`src/rtl/sdf_commutator.sv`:
```
// Radix-2 single-path delay-feedback stage controller: pairs each sample with the one DEPTH samples
// earlier for external butterflies and re-times the results. Define SDF_SCALE_EN to halve butterfly results.
module sdf_commutator #(
    parameter int unsigned IL    = 16,
    parameter int unsigned OL    = IL + 1,
    parameter int unsigned DEPTH = 8,
    parameter int unsigned CW    = 4,
    localparam int unsigned IW   = (CW > 1) ? CW - 1 : 1
) (
    input  logic          iCLK,
    input  logic          iRST,
    input  logic          iVALID,
    input  logic          iSOF,
    input  logic [IL-1:0] iDATA_RE,
    input  logic [IL-1:0] iDATA_IM,
    output logic [IL-1:0] oBF_A_RE,
    output logic [IL-1:0] oBF_A_IM,
    output logic [IL-1:0] oBF_B_RE,
    output logic [IL-1:0] oBF_B_IM,
    input  logic [OL-1:0] iBF_ADD_RE,
    input  logic [OL-1:0] iBF_ADD_IM,
    input  logic [OL-1:0] iBF_SUB_RE,
    input  logic [OL-1:0] iBF_SUB_IM,
    output logic          oVALID,
    output logic          oSOF,
    output logic          oPHASE,
    output logic [IW-1:0] oIDX,
    output logic [OL-1:0] oDATA_RE,
    output logic [OL-1:0] oDATA_IM
);

    localparam int unsigned OW1 = OL + 1;

    logic [CW-1:0] cnt_q, cnt_d, cnt_eff;
    logic          primed_q, primed_d, primed_eff;
    logic          phase;
    logic [IW-1:0] idx;
    logic [OL-1:0] dl_re_q [DEPTH];
    logic [OL-1:0] dl_im_q [DEPTH];
    logic [OL-1:0] head_re, head_im, push_re, push_im;
    logic          valid_q, valid_d, sof_q, sof_d, phase_q, phase_d;
    logic [IW-1:0] idx_q, idx_d;
    logic [OL-1:0] re_q, re_d, im_q, im_d;

    // Optional halving of butterfly results with round-half-up
    function automatic logic [OL-1:0] scale_f(input logic [OL-1:0] x);
`ifdef SDF_SCALE_EN
        logic [OL:0] t;
        t = {x[OL-1], x} + OW1'(1);
        return t[OL:1];
`else
        return x;
`endif
    endfunction

    // A start-of-frame sample is position 0; restarting mid-frame drops stale feedback
    always_comb begin
        cnt_eff    = iSOF ? '0 : cnt_q;
        primed_eff = primed_q & ~(iSOF & (cnt_q != '0));
    end

    assign phase = cnt_eff[CW-1];

    generate
        if (CW > 1) begin : g_idx
            assign idx = cnt_eff[IW-1:0];
        end else begin : g_noidx
            assign idx = 1'b0;
        end
    endgenerate

    assign head_re  = dl_re_q[DEPTH-1];
    assign head_im  = dl_im_q[DEPTH-1];
    assign oBF_A_RE = head_re[IL-1:0];
    assign oBF_A_IM = head_im[IL-1:0];
    assign oBF_B_RE = iDATA_RE;
    assign oBF_B_IM = iDATA_IM;

    always_comb begin
        push_re = phase ? scale_f(iBF_SUB_RE) : {{(OL-IL){iDATA_RE[IL-1]}}, iDATA_RE};
        push_im = phase ? scale_f(iBF_SUB_IM) : {{(OL-IL){iDATA_IM[IL-1]}}, iDATA_IM};
    end

    always_comb begin
        cnt_d    = cnt_q;
        primed_d = primed_q;
        valid_d  = 1'b0;
        sof_d    = 1'b0;
        phase_d  = phase_q;
        idx_d    = idx_q;
        re_d     = re_q;
        im_d     = im_q;
        if (iVALID) begin
            cnt_d    = CW'(cnt_eff + CW'(1));
            primed_d = primed_eff | (cnt_eff == CW'(2 * DEPTH - 1));
            if (phase | primed_eff) begin
                valid_d = 1'b1;
                sof_d   = (cnt_eff == CW'(DEPTH));
                phase_d = phase;
                idx_d   = idx;
                re_d    = phase ? scale_f(iBF_ADD_RE) : head_re;
                im_d    = phase ? scale_f(iBF_ADD_IM) : head_im;
            end
        end
    end

    always_ff @(posedge iCLK) begin
        if (iRST) begin
            cnt_q    <= '0;
            primed_q <= 1'b0;
            valid_q  <= 1'b0;
            sof_q    <= 1'b0;
            phase_q  <= 1'b0;
            idx_q    <= '0;
            re_q     <= '0;
            im_q     <= '0;
        end else begin
            cnt_q    <= cnt_d;
            primed_q <= primed_d;
            valid_q  <= valid_d;
            sof_q    <= sof_d;
            phase_q  <= phase_d;
            idx_q    <= idx_d;
            re_q     <= re_d;
            im_q     <= im_d;
        end
    end

    // Feedback line keeps its contents through reset; primed gates its use
    always_ff @(posedge iCLK) begin
        if (iVALID) begin
            dl_re_q[0] <= push_re;
            dl_im_q[0] <= push_im;
            for (int i = 1; i < DEPTH; i++) begin
                dl_re_q[i] <= dl_re_q[i-1];
                dl_im_q[i] <= dl_im_q[i-1];
            end
        end
    end

    assign oVALID   = valid_q;
    assign oSOF     = sof_q;
    assign oPHASE   = phase_q;
    assign oIDX     = idx_q;
    assign oDATA_RE = re_q;
    assign oDATA_IM = im_q;

endmodule

```
`config.mk`:
```
export PLATFORM = sky130hd
export DESIGN_NAME = sdf_commutator
export DESIGN_NICKNAME = d
export VERILOG_FILES = /design/src/rtl/sdf_commutator.sv
export SDC_FILE = /design/constraint.sdc
export NUM_CORES = 1
export LEC_CHECK = 0
export BUFFER_PORTS_ARGS = -buffer_cell sky130_fd_sc_hd__buf_2
export CAP_MARGIN = 10
export CORE_MARGIN = 4
export CORE_UTILIZATION = 59
export DETAILED_ROUTE_END_ITERATION = 16
export GPL_ROUTABILITY_DRIVEN = 0
export PLACE_DENSITY = 0.91
export SYNTH_ARGS = -nofsm -noshare
export SYNTH_HDL_FRONTEND = slang
export SYNTH_SLANG_ARGS = --single-unit
```
`constraint.sdc`:
```
create_clock -name iCLK -period 4.3 [get_ports iCLK]
set_clock_uncertainty 0.2 [all_clocks]
set_input_delay 0.86 -clock iCLK [delete_from_list [all_inputs] [get_ports iCLK]]
set_output_delay 0.86 -clock iCLK [all_outputs]
set_load 0.05 [all_outputs]
```
# Word level (Yosys, flattened, before mapping)
# Memory sizes are Yosys's and may differ from the RTL's.
# Index checks and enable logic that the tools add are counted.
# Widths: inputs -> output; s select.
# totals
inputBits	104
mem_count	2
output_inout_bits	104
mem_bits_rw	272
wordCells	32
reg_bits	45
# mem_list
memory	depth	width	rd	rd_clocked_by_memory_dff	wr	line	text
dl_im_q	8	17	8	0	8	39	logic [OL-1:0] dl_im_q [DEPTH];
dl_re_q	8	17	8	0	8	38	logic [OL-1:0] dl_re_q [DEPTH];
# classes
muxes	8
n_bitwise	7
reduce_logical	4
n_addsub	1
n_eq_ne	2
# ops
operator	count
$mux 17	4
$eq 4x4->1 const B	2
$add 4x1->4 const B	1
$mux 4	1
$reduce_bool 4->1	1
$mux 1	3
$not 1->1	3
$reduce_or 3->1	1
$and 1x1->1	2
$or 1x1->1	2
$reduce_and 2->1	1
$reduce_or 2->1	1

# Longest topological paths before layout
# depth
ltp_word	7
ltp_mapped	7
depth_no_buf	6

# Worst setup path before layout
# No wires, ideal clock.
# synth_path
path_type	input-to-reg
start	input iVALID
end	register im_q[8], in the netlist oDATA_IM[8]
arrival_time_ns	1.865
path_buffers	3
setup_time_ns	0.089
required_time_ns	4.011
stages	6
path_slack_ns	2.147
cell_sequence	clkbuf_1 o211a_1 buf_6 buf_6 nor2_1 a311oi_2
# synth_via
elab_chain_len	1
# synth_rtl
item	line	text
from (decl)	12	input logic iVALID,
$reduce_and 2->1 (no source line)	-	
to (signal assigned)	125	im_q <= im_d;
to (decl)	43	logic [OL-1:0] re_q, re_d, im_q, im_d;
# Every way passes these cells.
# A chain may end at the register's enable or synchronous reset.

# Worst setup path in the final report
# layout_path
start	register cnt_q[3]
end	register idx_q[2], in the netlist oIDX[2]
# layout_via
elab_chain_len	6
elab_cells_between_ends	7
classes_between	mux: 1; bitwise: 4; reduce/logical: 2
# layout_rtl
item	line	text
from (decl)	34	logic [CW-1:0] cnt_q, cnt_d, cnt_eff;
from (signal assigned)	118	cnt_q <= cnt_d;
$reduce_bool 4->1	59	primed_eff = primed_q & ~(iSOF & (cnt_q != '0));
$and 1x1->1	59	
$not 1->1	59	
$and 1x1->1	59	
$or 1x1->1 (*)	96	if (phase | primed_eff) begin
$reduce_and 2->1 (no source line) (*)	-	
to (signal assigned)	123	idx_q <= idx_d;
to (decl)	42	logic [IW-1:0] idx_q, idx_d;
# Every way passes the cells marked *; elsewhere a longest branch is shown, timed or not.

==> flow_summary.ini <==
[logic_synthesis]
synthFlopType = edfxtp_1
syn_area_per_cell_sq_um = 16.4
synth_area_sq_mm = 0.0113
yosys_warnings = 0
synth_edf_count = 272
synth-async-reset-ratio_pct = 0
synthesis.nets = 794
ys_ff_latch = 317
syn_inst = 688
synth_cell_type_count = 27
seq_area_frac_synth_pct = 80.6

[global_route]
grt-ovfl-total = 0
antenna_found_initial = 0
grt_pass1_wl_microns = 25500
grt_usage_pct = 14.3
first_global_vias = 5369
grt_max_degree = 147

[timing]
period_minus_slack_ns = 2.50
setup_viol = 0
tns_ns = 0
fmax_mhz = 400
relSlewSlack_pct = 21.8
post-route-period-util_pct = 58.1
tightest_slew_ns = 1.17
hold_viol = 0
rsz0062_at_grt = false
holdWs_ns = 0.212
final_max_slew_viol_count = 0

[critical_path]
cp.arrival_ns = 2.75
critPathBufInv = 0
cp-start-kind = register
critPathMaxFanout = 71
rrSetupSlack_ns = 1.80
required_ns = 4.55
endpoint_kind = register
crit_type = reg -> reg
cpPeakStageDelay_ns = 0.85
cp_top_family = compound AO/OA/AOI/OAI gates
cp_slowest_cell = o211a_4
path_cells = o41ai_4 > o211a_4 > mux2_2 > nor2_1

[cts]
cts_tree = yes
clk-insertion-delay-late_ns = 0.52
cts.reportedPaths.clkPinSlew_ns = 0.06
cts.sinks = 317
clockRootBuffer = clkbuf_16
post-cts-setup-buffer-count = 0
post_cts_resize_count = 0
cts_hold_buf = 0
cts_max_level = 1
cts-buffers-inserted = 31
clk_path_buf_depth = 3

[pwr]
netSwitchingFraction_pct = 19.8
power_frac_clock_pct = 39.2
internal_power_w = 0.00506
peakVddDrop_uv = 333
power.density_mw_per_mm2 = 487
p_switching_w = 0.00125
p_leak_nw = 4.98
seqPwrFrac_pct = 56.2
power_frac_comb_pct = 4.6

[status]
status = completed

[die]
core_sq_mm = 0.0187
rows = 50
die_area_sq_mm = 0.0214
initial_core_util_pct = 60.2
die_w_microns = 146
num_io_pins = 208
die_h_microns = 146

[finish]
synthToLayoutAreaGrowth_pct = 15.1
final_layout_size_suffix_gt1_share_pct = 33.6
final_common_cell = edfxtp_1
post-route-util_pct = 69.3
nNetsFinal = 945
num_antenna_cells = 0
final_cell_mix = edfxtp_1 (272), buf_2 (206), nand2_1 (169)
multi_input_area_sq_mm = 0.00155
nFillCells = 1170
regArea_sq_mm = 0.00907

[routing]
via_per_inst = 4.99
drc = 0
routed_wl_microns = 15800
dr.pass1.iters = 5
ant_nets = 0
vias = 5449
drt_iter0_markers = 256
wire_per_inst_microns = 14.5

[hold_path]
hp-class = reg -> reg

[placement]
portBuffers = 207
dp_hpwl_microns = 9770

[flow_run]
max-cap-violations = 0
## cell type report
cell class / instances / share of cell area, %
Sequential cell: 317 / 70.0
Timing Repair Buffer: 211 / 8.40
Clock buffer: 38 / 6.19
Multi-Input combinational cell: 273 / 12.0
Inverter: 5 / 0.145
Tap cell: 234 / 2.26
Clock inverter: 14 / 1.07
## worst reg2reg max path, stage by stage, from the launching register on
cell and delay [ns]:
dfxtp_1 0.39, o41ai_4 0.47, o211a_4 0.85, mux2_2 0.44, nor2_1 0.08
## cells in the mapped netlist (all sizes together) (2+ instances only)
cell type / instances / area share (%)
dfxtp: 45 / 8.0
ha: 2 / 0.22
inv: 5 / 0.17
clkbuf: 17 / 0.57
nand2b: 4 / 0.22
nor2b: 3 / 0.17
nand2: 169 / 5.6
edfxtp: 272 / 73
nand3: 2 / 0.089
a311oi: 34 / 4.5
o21ai: 2 / 0.089
nor2: 43 / 1.4
nor4: 2 / 0.11
buf: 76 / 5.1
mux2i: 3 / 0.27
## flip-flops by register name, indices dropped and copies added (netlist names)
register / cells
dl_re_q: 136
cnt_q: 4
oDATA_RE: 17
oIDX: 3
oSOF: 1
oPHASE: 1
dl_im_q: 136
primed_q: 1
oDATA_IM: 17
oVALID: 1
## through the flow
| stage | std cells | power, W | instance area (sq um) | setup WS, ns |
|---|---|---|---|---|
| 6_report | 1092 | 0.00631 | 13000 | 1.80 |
| 5_1_grt | 1092 | 0.00656 | 13000 | 1.61 |
| 4_1_cts | 1092 | 0.00638 | 13000 | 1.79 |
| 3_5_place_dp | 1040 | 0.00390 | 12000 | 1.35 |
| 3_3_place_gp | 1040 | 0.00389 | 12000 | 1.50 |
| 2_1_floorplan | 688 | 0.00379 | 11300 | 2.15 |
## path summary, 6_finish.rpt
path,cells after the start,from,endpoint
min reg2reg,0,dl_im_q[0][19],dl_im_q[0][36]
max,4,cnt_q[3],oIDX[2]
max reg2reg,4,cnt_q[3],oIDX[2]
min,0,dl_im_q[0][19],dl_im_q[0][36]
## power by group through the flow
stage          Sequential (W)  Clock (W)  Combinational [W]
2_1_floorplan         0.00359          0           0.000198
3_3_place_gp          0.00360          0           0.000284
3_5_place_dp          0.00361          0           0.000289
4_1_cts               0.00355    0.00254           0.000290
5_1_grt               0.00356    0.00270           0.000308
6_report              0.00355    0.00247           0.000287
## cells by family (layout without fill, tap and decap cells)
group | count (synthesis) | count (layout) | share of synthesized area [%]
DFF | 317 | 317 | 80.6
and+or+nand+nor | 223 | 223 | 7.66
buffers and inverters | 98 | 268 | 5.85
AOI/OAI and AO/OA | 44 | 44 | 5.36
muxes | 4 | 4 | 0.367
adders and majority gates | 2 | 2 | 0.222
## metal layers
layer | vias up | track usage, % | wire length, microns | part of all wire (%)
met4 | 0 | 4.84 | 329 | 2.1
met3 | 28 | 3.38 | 1210 | 7.6
met5 | - | 0 | 0 | 0
met2 | 219 | 24.0 | 7390 | 47
li1 | 2707 | - | - | -
met1 | 2495 | 18.8 | 6860 | 43
Note: power is estimated with default switching activity, not from simulation.
